==> config.mk <==
export PLATFORM = sky130hd
export DESIGN_NAME = cordic_iter_param
export DESIGN_NICKNAME = d
export VERILOG_FILES = /design/src/rtl/cordic_pkg.sv /design/src/rtl/cordic_iter_param_atan_rom.sv /design/src/rtl/cordic_iter_param.sv
export SDC_FILE = /design/constraint.sdc
export NUM_CORES = 1
export LEC_CHECK = 0
export CELL_PAD_IN_SITES_DETAIL_PLACEMENT = 1
export CELL_PAD_IN_SITES_GLOBAL_PLACEMENT = 2
export CORE_ASPECT_RATIO = 1.2
export CORE_UTILIZATION = 37
export CTS_CLUSTER_SIZE = 20
export DETAILED_ROUTE_END_ITERATION = 8
export GPL_ROUTABILITY_DRIVEN = 0
export GPL_TIMING_DRIVEN = 0
export PLACE_DENSITY = 0.91
export SYNTH_ARGS = -nofsm -noshare
export SYNTH_HDL_FRONTEND = slang
export SYNTH_HIERARCHICAL = 1
export SYNTH_SLANG_ARGS = --single-unit
==> constraint.sdc <==
create_clock -name clk -period 8.24 [get_ports clk]
set_input_delay 1.648 -clock clk [delete_from_list [all_inputs] [get_ports clk]]
set_output_delay 1.648 -clock clk [all_outputs]
set_load 0.01 [all_outputs]
==> src/rtl/cordic_pkg.sv <==
// Shared constants for the iterative CORDIC engine.
// Angle table, gain constants and pi scaling helpers.
package cordic_pkg;

  localparam logic MODE_ROT = 1'b0;
  localparam logic MODE_VEC = 1'b1;

  // atan table entries are Q3.61, truncated to FRAC on use
  localparam int ATAN_FB = 61;
  localparam int ATAN_N  = 64;

  localparam logic [63:0] PI_Q61 = 64'h6487ED5110B4611A;
  localparam logic [63:0] K_Q30  = 64'd652032874;
  localparam logic [63:0] AN_Q30 = 64'd1768195364;

  // atan(2^-i) in Q3.61 via its odd power series, 8 guard bits
  function automatic logic [63:0] atan_q61(input int i);
    logic [127:0] acc;
    logic [127:0] t;
    int sh;
    if (i == 0) return 64'h1921FB54442D1846;
    acc = '0;
    for (int k = 0; k < 36; k++) begin
      sh = ATAN_FB + 8 - i * (2 * k + 1);
      if (sh >= 0) begin
        t = (128'd1 << sh) / 128'(2 * k + 1);
        if (k % 2 == 1) acc = acc - t;
        else acc = acc + t;
      end
    end
    return 64'(acc >> 8);
  endfunction

  function automatic logic [63:0] pi_scaled(input int frac);
    return (PI_Q61 + (64'd1 << (60 - frac))) >> (61 - frac);
  endfunction

  function automatic logic [63:0] half_pi_scaled(input int frac);
    return (PI_Q61 + (64'd1 << (61 - frac))) >> (62 - frac);
  endfunction

  function automatic logic [63:0] k_scaled(input int frac);
    if (frac >= 30) return K_Q30 << (frac - 30);
    return (K_Q30 + (64'd1 << (29 - frac))) >> (30 - frac);
  endfunction

endpackage

==> src/rtl/cordic_iter_param_atan_rom.sv <==
// Combinational arctangent table indexed by iteration number.
// Entries are atan(2^-i) at the datapath's fractional scaling.
module cordic_atan_rom
  import cordic_pkg::*;
#(
  parameter int WIDTH = 32,
  parameter int FRAC  = 29,
  parameter int ITER  = 16,
  parameter int CW    = 4
) (
  input  logic [CW-1:0]    idx,
  output logic [WIDTH-1:0] value
);

  logic [WIDTH-1:0] tab [ITER];

  for (genvar g = 0; g < ITER; g++) begin : g_tab
    localparam logic [63:0] A = atan_q61(g) >> (ATAN_FB - FRAC);
    assign tab[g] = A[WIDTH-1:0];
  end

  always_comb begin
    value = '0;
    for (int g = 0; g < ITER; g++)
      if (idx == CW'(g)) value = tab[g];
  end

endmodule

==> src/rtl/cordic_iter_param.sv <==
// Iterative CORDIC core, one micro-rotation per clock.
// Rotation gives cos/sin, vectoring gives magnitude and atan2.
module cordic_iter_param
  import cordic_pkg::*;
#(
  parameter int WIDTH = 32,
  parameter int FRAC  = 29,
  parameter int ITER  = 16
) (
  input  logic             clk,
  input  logic             rst,
  input  logic             in_valid,
  output logic             in_ready,
  input  logic             in_mode,
  input  logic [WIDTH-1:0] in_x,
  input  logic [WIDTH-1:0] in_y,
  input  logic [WIDTH-1:0] in_z,
  output logic             out_valid,
  input  logic             out_ready,
  output logic [WIDTH-1:0] out_x,
  output logic [WIDTH-1:0] out_y,
  output logic [WIDTH-1:0] out_z,
  output logic             busy
);

  localparam int DW = WIDTH + 2;
  localparam int CW = (ITER > 1) ? $clog2(ITER) : 1;

  localparam logic [1:0] S_IDLE = 2'd0;
  localparam logic [1:0] S_RUN  = 2'd1;
  localparam logic [1:0] S_DONE = 2'd2;

  localparam logic signed [WIDTH-1:0] PI_W  = WIDTH'(pi_scaled(FRAC));
  localparam logic signed [WIDTH-1:0] HPI_W = WIDTH'(half_pi_scaled(FRAC));
  localparam logic signed [DW-1:0]    K_D   = DW'(k_scaled(FRAC));
  localparam logic signed [DW-1:0] DMAX = {3'b000, {(WIDTH-1){1'b1}}};
  localparam logic signed [DW-1:0] DMIN = {3'b111, {(WIDTH-1){1'b0}}};

  logic [1:0]              state;
  logic [CW-1:0]           cnt;
  logic signed [DW-1:0]    x, y;
  logic signed [WIDTH-1:0] z;
  logic                    mode, neg, zero;

  logic signed [DW-1:0]    x_sh, y_sh, x_nx, y_nx, x_res, y_res;
  logic signed [DW-1:0]    x_in, y_in, xe, ye;
  logic signed [WIDTH-1:0] z_nx, z_in, th, a;
  logic [WIDTH-1:0]        rom_out;
  logic                    d_pos, neg_in, zero_in, accept, last;

  cordic_atan_rom #(
    .WIDTH(WIDTH), .FRAC(FRAC), .ITER(ITER), .CW(CW)
  ) u_rom (
    .idx   (cnt),
    .value (rom_out)
  );

  assign a        = rom_out;
  assign in_ready = (state == S_IDLE) | ((state == S_DONE) & out_ready);
  assign accept   = in_valid & in_ready;
  assign busy     = (state == S_RUN);
  assign last     = (cnt == CW'(ITER - 1));

  assign x_sh  = x >>> cnt;
  assign y_sh  = y >>> cnt;
  assign d_pos = (mode == MODE_VEC) ? y[DW-1] : ~z[WIDTH-1];
  assign x_nx  = d_pos ? x - y_sh : x + y_sh;
  assign y_nx  = d_pos ? y + x_sh : y - x_sh;
  assign z_nx  = d_pos ? z - a : z + a;
  assign x_res = neg ? -x_nx : x_nx;
  assign y_res = neg ? -y_nx : y_nx;

  assign th = in_z;
  assign xe = {{2{in_x[WIDTH-1]}}, in_x};
  assign ye = {{2{in_y[WIDTH-1]}}, in_y};

  // Fold operands into the convergence range of the iterations
  always_comb begin
    x_in    = K_D;
    y_in    = '0;
    z_in    = th;
    neg_in  = 1'b0;
    zero_in = 1'b0;
    if (in_mode == MODE_VEC) begin
      zero_in = (in_x == '0) && (in_y == '0);
      if (in_x[WIDTH-1]) begin
        x_in = -xe;
        y_in = -ye;
        z_in = in_y[WIDTH-1] ? -PI_W : PI_W;
      end else begin
        x_in = xe;
        y_in = ye;
        z_in = '0;
      end
    end else if (th > HPI_W) begin
      z_in   = th - PI_W;
      neg_in = 1'b1;
    end else if (th < -HPI_W) begin
      z_in   = th + PI_W;
      neg_in = 1'b1;
    end
  end

  function automatic logic [WIDTH-1:0] sat(input logic signed [DW-1:0] v);
    if (v > DMAX) return {1'b0, {(WIDTH-1){1'b1}}};
    if (v < DMIN) return {1'b1, {(WIDTH-1){1'b0}}};
    return v[WIDTH-1:0];
  endfunction

  always_ff @(posedge clk or posedge rst) begin
    if (rst) begin
      state     <= S_IDLE;
      cnt       <= '0;
      x         <= '0;
      y         <= '0;
      z         <= '0;
      mode      <= 1'b0;
      neg       <= 1'b0;
      zero      <= 1'b0;
      out_valid <= 1'b0;
      out_x     <= '0;
      out_y     <= '0;
      out_z     <= '0;
    end else begin
      case (state)
        S_IDLE, S_DONE: begin
          if (accept) begin
            x         <= x_in;
            y         <= y_in;
            z         <= z_in;
            mode      <= in_mode;
            neg       <= neg_in;
            zero      <= zero_in;
            cnt       <= '0;
            out_valid <= 1'b0;
            state     <= S_RUN;
          end else if (state == S_DONE && out_ready) begin
            out_valid <= 1'b0;
            state     <= S_IDLE;
          end
        end
        S_RUN: begin
          x <= x_nx;
          y <= y_nx;
          z <= z_nx;
          if (last) begin
            out_x     <= zero ? '0 : sat(x_res);
            out_y     <= zero ? '0 : sat(y_res);
            out_z     <= zero ? '0 : z_nx;
            out_valid <= 1'b1;
            state     <= S_DONE;
          end else begin
            cnt <= cnt + 1'b1;
          end
        end
        default: state <= S_IDLE;
      endcase
    end
  end

endmodule

==> impl_metrics.json, run 1 <==
{
  "ys_top_cells_by_area": "sky130_fd_sc_hd__dfrtp_1, sky130_fd_sc_hd__xor2_1, sky130_fd_sc_hd__ha_1",
  "hold_path_depth": 2,
  "cts_hold_repair.buffers": 0,
  "syn-cell-area_mm2": 0.0247,
  "post_synthesis_async_set_or_reset_flop_share_pct": 100,
  "yosys-top-cells-count": "sky130_fd_sc_hd__nand2_1, sky130_fd_sc_hd__o21ai_0, sky130_fd_sc_hd__nor2_1, sky130_fd_sc_hd__dfrtp_1, sky130_fd_sc_hd__a21oi_1",
  "globalRoute.totalOverflow": 0,
  "via_count_of_the_first_global_routing_pass": 28488,
  "die_width_um": 238,
  "die_height_um": 285,
  "cts_num_sinks": 206,
  "clk-insertion-delay-late_ns": 0.57,
  "criticalPathCategory": "register to register",
  "max_cap_violations": 0,
  "cpLargestDelayFamily": "simple AND/OR/NAND/NOR gates",
  "hold_violations": 0,
  "maxClockFrequency_ghz": 0.122,
  "floorplan.initialDensity_pct": 37.5,
  "timing.reg2reg.setup_slack_ns": 0.04,
  "port_buffers": 181,
  "startpoint_type": "register",
  "relSlewSlack_pct": 9.35,
  "ys_seq_area_share_pct": 20.8,
  "number_of_design_rule_violations_left_by_the_first_detailed_router_iteration": 2862,
  "synth_top_cell_area_share_pct": 20.8,
  "largest_stage_delay_worst_path_ns": 0.68,
  "finalSetupViolCount": 0,
  "holdCritPathClass": "register to register",
  "syn_to_final_growth_pct": 19.2,
  "timing.hold.worst.start": "out_z[2]$_DFFE_PP0P_",
  "cts_made_buffers": 26,
  "final_critical_path_required_period_ns": 8.20,
  "critical_path_arrival_ns": 8.69,
  "worstReg2RegStart": "cnt[2]$_DFFE_PP0P_",
  "cpMaxStageDelayCell": "sky130_fd_sc_hd__or4b_2",
  "yosys_most_used_dff": "sky130_fd_sc_hd__dfrtp_1",
  "placed_cell_area_mm2": 0.0277,
  "core_region_area_mm2": 0.0660,
  "rows": 103,
  "floorplan.io_pins": 200,
  "grt_antenna_before_repair": 3,
  "globalRouteTotalUtil_pct": 34.4,
  "clock_tree.htree_level_count": 1,
  "min_period_over_period_pct": 99.5,
  "run_status": "completed",
  "drc_errors": 0,
  "synth_area_leader_cell": "sky130_fd_sc_hd__dfrtp_1",
  "synth-seq-cells": 206,
  "clkTransAtPathRegs_ns": 0.07,
  "worst_slack_ns": 0.0413,
  "cp_max_fo": 10,
  "count_of_flip_flops_with_a_built_in_enable_after_synthesis": 0,
  "slew_viol_final": 0,
  "critical_path.n_buffers_inverters": 10,
  "detailedPlace.worstSlack_ns": -2.97,
  "reg2reg_to": "out_y[17]$_DFFE_PP0P_",
  "layout.cell_area.non_filler_mm2": 0.0295,
  "cell_type_with_the_highest_occurrence_count_on_the_critical_path": "sky130_fd_sc_hd__clkbuf_4",
  "synth_cells": 3066,
  "worst_r2r_path_depth": 31,
  "worst_ep_required_time_ns": 8.73,
  "end_kind": "register",
  "number_of_vias_per_cell": 6.52,
  "cts-root-buf": "sky130_fd_sc_hd__clkbuf_16",
  "max_slew.worst_pin.slew_ns": 1.35,
  "clk_path_buf_depth": 3,
  "wirelength_mm": 120,
  "yosysUniqueCellTypes": 114,
  "min_delay_worst_endpoint": "out_z[2]$_DFFE_PP0P_",
  "layout-drive-gt1-share_pct": 11.8,
  "finish.net_count": 3511,
  "dr.pass1.iters": 9,
  "synth_most_common_cell": "sky130_fd_sc_hd__nand2_1",
  "maximum_number_of_pins_on_one_net_before_global_route_repair": 124,
  "place_hpwl_mm": 94.6,
  "wire_per_inst_um": 28.5,
  "route.vias.total": 27477,
  "syn_avg_cell_area_um2": 8.07,
  "final_antenna_net_count": 0,
  "fin_clk_skew_ns": 0.0179,
  "clock_tree_from_tritoncts": "yes",
  "ys_warn_count": 6,
  "dieArea_mm2": 0.0679,
  "grt_first_pass_wirelength_mm": 178
}
[worst register-to-register path, delay by kind of cell, from the launching register on]
kind,cells,cell delay [ns]
AOI/OAI and AO/OA,8,1.54
xor gates and xnor gates,2,0.52
adders and majority gates,2,0.57
buffers and inverters,10,2.35
DFF,1,0.50
and+or+nand+nor,9,2.65
[stage by stage]
stage	std cells	TNS (ns)	utilization [%]	hold WS (ns)
after CTS	4205	0	44.1	0.500
after detailed placement	4144	-184.87	42.1	0.474
after floorplan	3068	0	-	0.472
final	4212	0	44.7	0.497
after global placement	4141	-554.98	41.9	0.472
after global routing	4209	-1.01	44.7	0.522
[sequential cells by signal (all words and copies together), names as in the netlist, 2 cells and up]
signal	count
cnt	4
out_x	32
out_y	32
out_z	32
state	2
x	34
y	34
z	32
[area by class of cell]
class	count	area (um2)
antenna	3	7.51
sequential	206	5160
clock inverter	14	233
tap	892	1120
fill	8020	36500
multi-input combinational	2577	18800
inverter	75	297
clock buffer	34	752
buffer	201	1070
timing repair buffer	210	2070
[placed cells by master (no fill, tap or decap), types with 39 or more instances in the layout]
cell type and n:
sky130_fd_sc_hd__nand2_1 356, sky130_fd_sc_hd__o21ai_0 239, sky130_fd_sc_hd__nor2_1 216, sky130_fd_sc_hd__dfrtp_1 203, sky130_fd_sc_hd__a21oi_1 190, sky130_fd_sc_hd__clkdlybuf4s50_1 181
sky130_fd_sc_hd__xor2_1 179, sky130_fd_sc_hd__xnor2_1 139, sky130_fd_sc_hd__clkbuf_1 112, sky130_fd_sc_hd__ha_1 104, sky130_fd_sc_hd__inv_1 69, sky130_fd_sc_hd__a221o_1 67
sky130_fd_sc_hd__nor3_1 64, sky130_fd_sc_hd__nand3_1 56, sky130_fd_sc_hd__mux4_2 54, sky130_fd_sc_hd__a21o_1 52, sky130_fd_sc_hd__o31ai_1 52, sky130_fd_sc_hd__a31oi_1 44
sky130_fd_sc_hd__mux2i_1 40, sky130_fd_sc_hd__o211ai_1 39, sky130_fd_sc_hd__nand2b_1 39
[logic make-up after synthesis]
group,Yosys count,synth area share (%)
fa+ha+maj,113,5.81
xor+xnor,332,11.8
simple gates,983,19.4
compound gates,1019,28.5
mux,127,8.38
flops,206,20.8
other cells,1,0.0152
buf+inv,285,5.26
[what timing repair did]
action                                  in CTS  in global routing
setup buffers                               16                 10
endpoints found under the setup margin      92                 63
pin swaps                                    7                 13
resized for setup                           73                 79
[worst max path at each step]
stage | endpoint | startpoint | cells after the start
final | out_y[17]$_DFFE_PP0P_ | cnt[2]$_DFFE_PP0P_ | 31
after global routing | out_x[29]$_DFFE_PP0P_ | cnt[0]$_DFFE_PP0P_ | 30
after CTS | out_y[17]$_DFFE_PP0P_ | cnt[2]$_DFFE_PP0P_ | 34
after detailed placement | out_y[24]$_DFFE_PP0P_ | cnt[3]$_DFFE_PP0P_ | 30
after global placement | out_y[17]$_DFFE_PP0P_ | cnt[3]$_DFFE_PP0P_ | 30
after floorplan | out_x[27]$_DFFE_PP0P_ | cnt[3]$_DFFE_PP0P_ | 30
[routing by layer]
| metal | track usage [%] | vias up | share of wire [%] |
|---|---|---|---|
| li1 | - | 11900 | - |
| met4 | 24.6 | 0 | 8.4 |
| met3 | 6.21 | 477 | 7.8 |
| met2 | 57.3 | 1393 | 47 |
| met5 | 0 | - | 0 |
| met1 | 39.7 | 13707 | 37 |
Power of run 1 is left out: the tool's default activity adds up to more than one toggle a clock period on the data nets, which glitch-free logic cannot reach.
==> run 2: changes to the inputs <==
Settings changed: CORE_MARGIN set to 2.
==> run 2 against run 1 <==
The run now ends with setup timing left. Die area rose by 1.5%. Worst hold slack got worse by 0.0065 ns. Design area decreased by 0.52%. Wire length decreased by 0.46%. Sequential share of layout area grew 0.091 points. Flip-flop and latch count unchanged. Register-to-register slack worse by 0.12 ns. Count of clock-buffer cells in the layout is 1 lower. First-iteration DRC count fell by 6.1%. Non-clock buffer count is 2 higher. Worst setup slack lost 0.12 ns. Via count decreased by 0.14%. Critical path type unchanged. Highest routed layer unchanged.
==> impl_metrics.json, run 2 (synthesized netlist as in run 1, its figures left out) <==
{
  "max_cap_violations": 0,
  "cts_num_sinks": 206,
  "reg2reg_to": "out_y[10]$_DFFE_PP0P_",
  "layout.cells.most_common": "sky130_fd_sc_hd__nand2_1",
  "maxClockFrequency_ghz": 0.120,
  "clock_tree_from_tritoncts": "yes",
  "maximum_number_of_pins_on_one_net_before_global_route_repair": 115,
  "worst_setup_path_startpoint": "cnt[3]$_DFFE_PP0P_",
  "regArea_mm2": 0.00516,
  "number_of_design_rule_violations_left_by_the_first_detailed_router_iteration": 2688,
  "place_hpwl_mm": 94.6,
  "cp_max_fo": 10,
  "worst_ep_required_time_ns": 8.68,
  "die_height_um": 287,
  "layout_common_cells": "sky130_fd_sc_hd__nand2_1, sky130_fd_sc_hd__o21ai_0, sky130_fd_sc_hd__nor2_1",
  "dr.pass1.iters": 7,
  "drc_errors": 0,
  "route.top_layer_used": "met4",
  "worst_r2r_path_depth": 31,
  "final_antenna_net_count": 0,
  "multi_input_comb_area_mm2": 0.0187,
  "clkTransAtPathRegs_ns": 0.07,
  "floorplan.initialDensity_pct": 37.5,
  "critical_path_depth": 31,
  "cts_made_buffers": 26,
  "final_critical_path_required_period_ns": 8.32,
  "fill_cells": 8020,
  "setup.worst_path.end": "out_y[10]$_DFFE_PP0P_",
  "hold_violations": 0,
  "grt_antenna_before_repair": 2,
  "run_status": "finished with violations",
  "wirelength_mm": 119,
  "reg_top3": "x x34, y x34",
  "rows": 103,
  "cpMaxStageDelayCell": "sky130_fd_sc_hd__dfrtp_4",
  "final_core_utilization_pct": 44.4,
  "via_count_of_the_first_global_routing_pass": 28500,
  "globalRoute.totalOverflow": 0,
  "layout-drive-gt1-share_pct": 11.6,
  "floorplan.io_pins": 200,
  "timing.reg2reg.setup_slack_ns": -0.08,
  "wl_met1_mm": 44.0,
  "min_period_over_period_pct": 101,
  "startpoint_type": "register",
  "failed_checks": "setup timing",
  "die_width_um": 240,
  "max_slew.worst_pin.slew_ns": 1.24,
  "end_kind": "register",
  "dieArea_mm2": 0.0690,
  "slew_viol_final": 0,
  "cell_type_with_the_highest_occurrence_count_on_the_critical_path": "sky130_fd_sc_hd__clkbuf_4",
  "core_region_area_mm2": 0.0660,
  "worst_slack_ns": -0.0806,
  "critical_path_arrival_ns": 8.76,
  "wire_per_inst_um": 28.3,
  "grt_first_pass_wirelength_mm": 177,
  "clk-insertion-delay-late_ns": 0.57,
  "globalRouteTotalUtil_pct": 33.8,
  "number_of_vias_per_cell": 6.51,
  "finalSetupViolCount": 30,
  "relSlewSlack_pct": 16.8,
  "fin_clk_skew_ns": 0.0156,
  "syn_to_final_growth_pct": 18.5,
  "clock_tree.htree_level_count": 1,
  "worstReg2RegStart": "cnt[3]$_DFFE_PP0P_",
  "finish.net_count": 3513,
  "cts_hold_repair.buffers": 0,
  "cpLargestDelayFamily": "buffers and inverters",
  "port_buffers": 181,
  "cts-root-buf": "sky130_fd_sc_hd__clkbuf_16",
  "criticalPathCategory": "register to register",
  "holdCritPathClass": "register to register",
  "largest_stage_delay_worst_path_ns": 0.51,
  "clk_path_buf_depth": 3,
  "route.vias.total": 27439,
  "routed-wl-met2_mm": 55.9,
  "critical_path.n_buffers_inverters": 11,
  "wl_met3_mm": 9.32
}
run 2: changes by cell type in the layout (fill, tap and decap cells not counted), sizes merged:
| cell | delta |
|---|---|
| bufinv | -3 |
| clkbuf | +2 |
| diode | +2 |
| inv | +2 |
| buf | -1 |
| clkinv | +4 |
| clkinvlp | -3 |
run 2: tightest hold or removal path, stage by stage (launching register included):
cell,delay [ns]
sky130_fd_sc_hd__dfrtp_1,0.34
sky130_fd_sc_hd__nand2_1,0.05
sky130_fd_sc_hd__nand2_1,0.06
run 2: per-layer routing:
metal  GRT usage (%)  vias up
met3            6.02      454
met2            55.9     1414
met4            24.8        0
met5               0        -
li1                -    11918
met1            39.1    13653
run 2: layout make-up:
class	count	share of cell area, %
Buffer	200	3.66
Clock inverter	14	0.550
Antenna cell	5	0.0427
Sequential cell	206	17.6
Clock buffer	33	2.52
Inverter	75	1.01
Timing Repair Buffer	213	7.07
Tap cell	892	3.81
Multi-Input combinational cell	2577	63.7
run 2: timing repair:
item,CTS,global route
pin swaps,6,14
cloned,0,0
gates resized for setup,71,71
setup endpoints to repair,98,63
setup buffers,12,18
run 2: metrics by stage:
step                      setup TNS [ns]  std cells  hold WS, ns  area [um2]  setup slack (ns)
after floorplan                        0       3068        0.472       24700             0.818
after global placement           -583.45       4141        0.472       27700             -2.81
after detailed placement         -189.76       4143        0.475       27700             -3.12
after CTS                              0       4199        0.494       29000            0.0296
after global routing              -0.796       4211        0.515       29300           -0.0364
final                              -1.63       4215        0.490       29300           -0.0806
run 2: how the worst min path moves through the flow:
stage	from	endpoint	slack, ns	depth (start not counted)
detailed placement	out_z[29]$_DFFE_PP0P_	out_z[29]$_DFFE_PP0P_	0.47	2
global placement	out_z[1]$_DFFE_PP0P_	out_z[1]$_DFFE_PP0P_	0.47	2
finish	out_z[29]$_DFFE_PP0P_	out_z[29]$_DFFE_PP0P_	0.49	2
CTS	out_z[1]$_DFFE_PP0P_	out_z[1]$_DFFE_PP0P_	0.49	2
global route	out_z[29]$_DFFE_PP0P_	out_z[29]$_DFFE_PP0P_	0.52	2
floorplan	z[26]$_DFFE_PP0P_	z[26]$_DFFE_PP0P_	0.47	1
Power of run 2 is left out for the same reason.
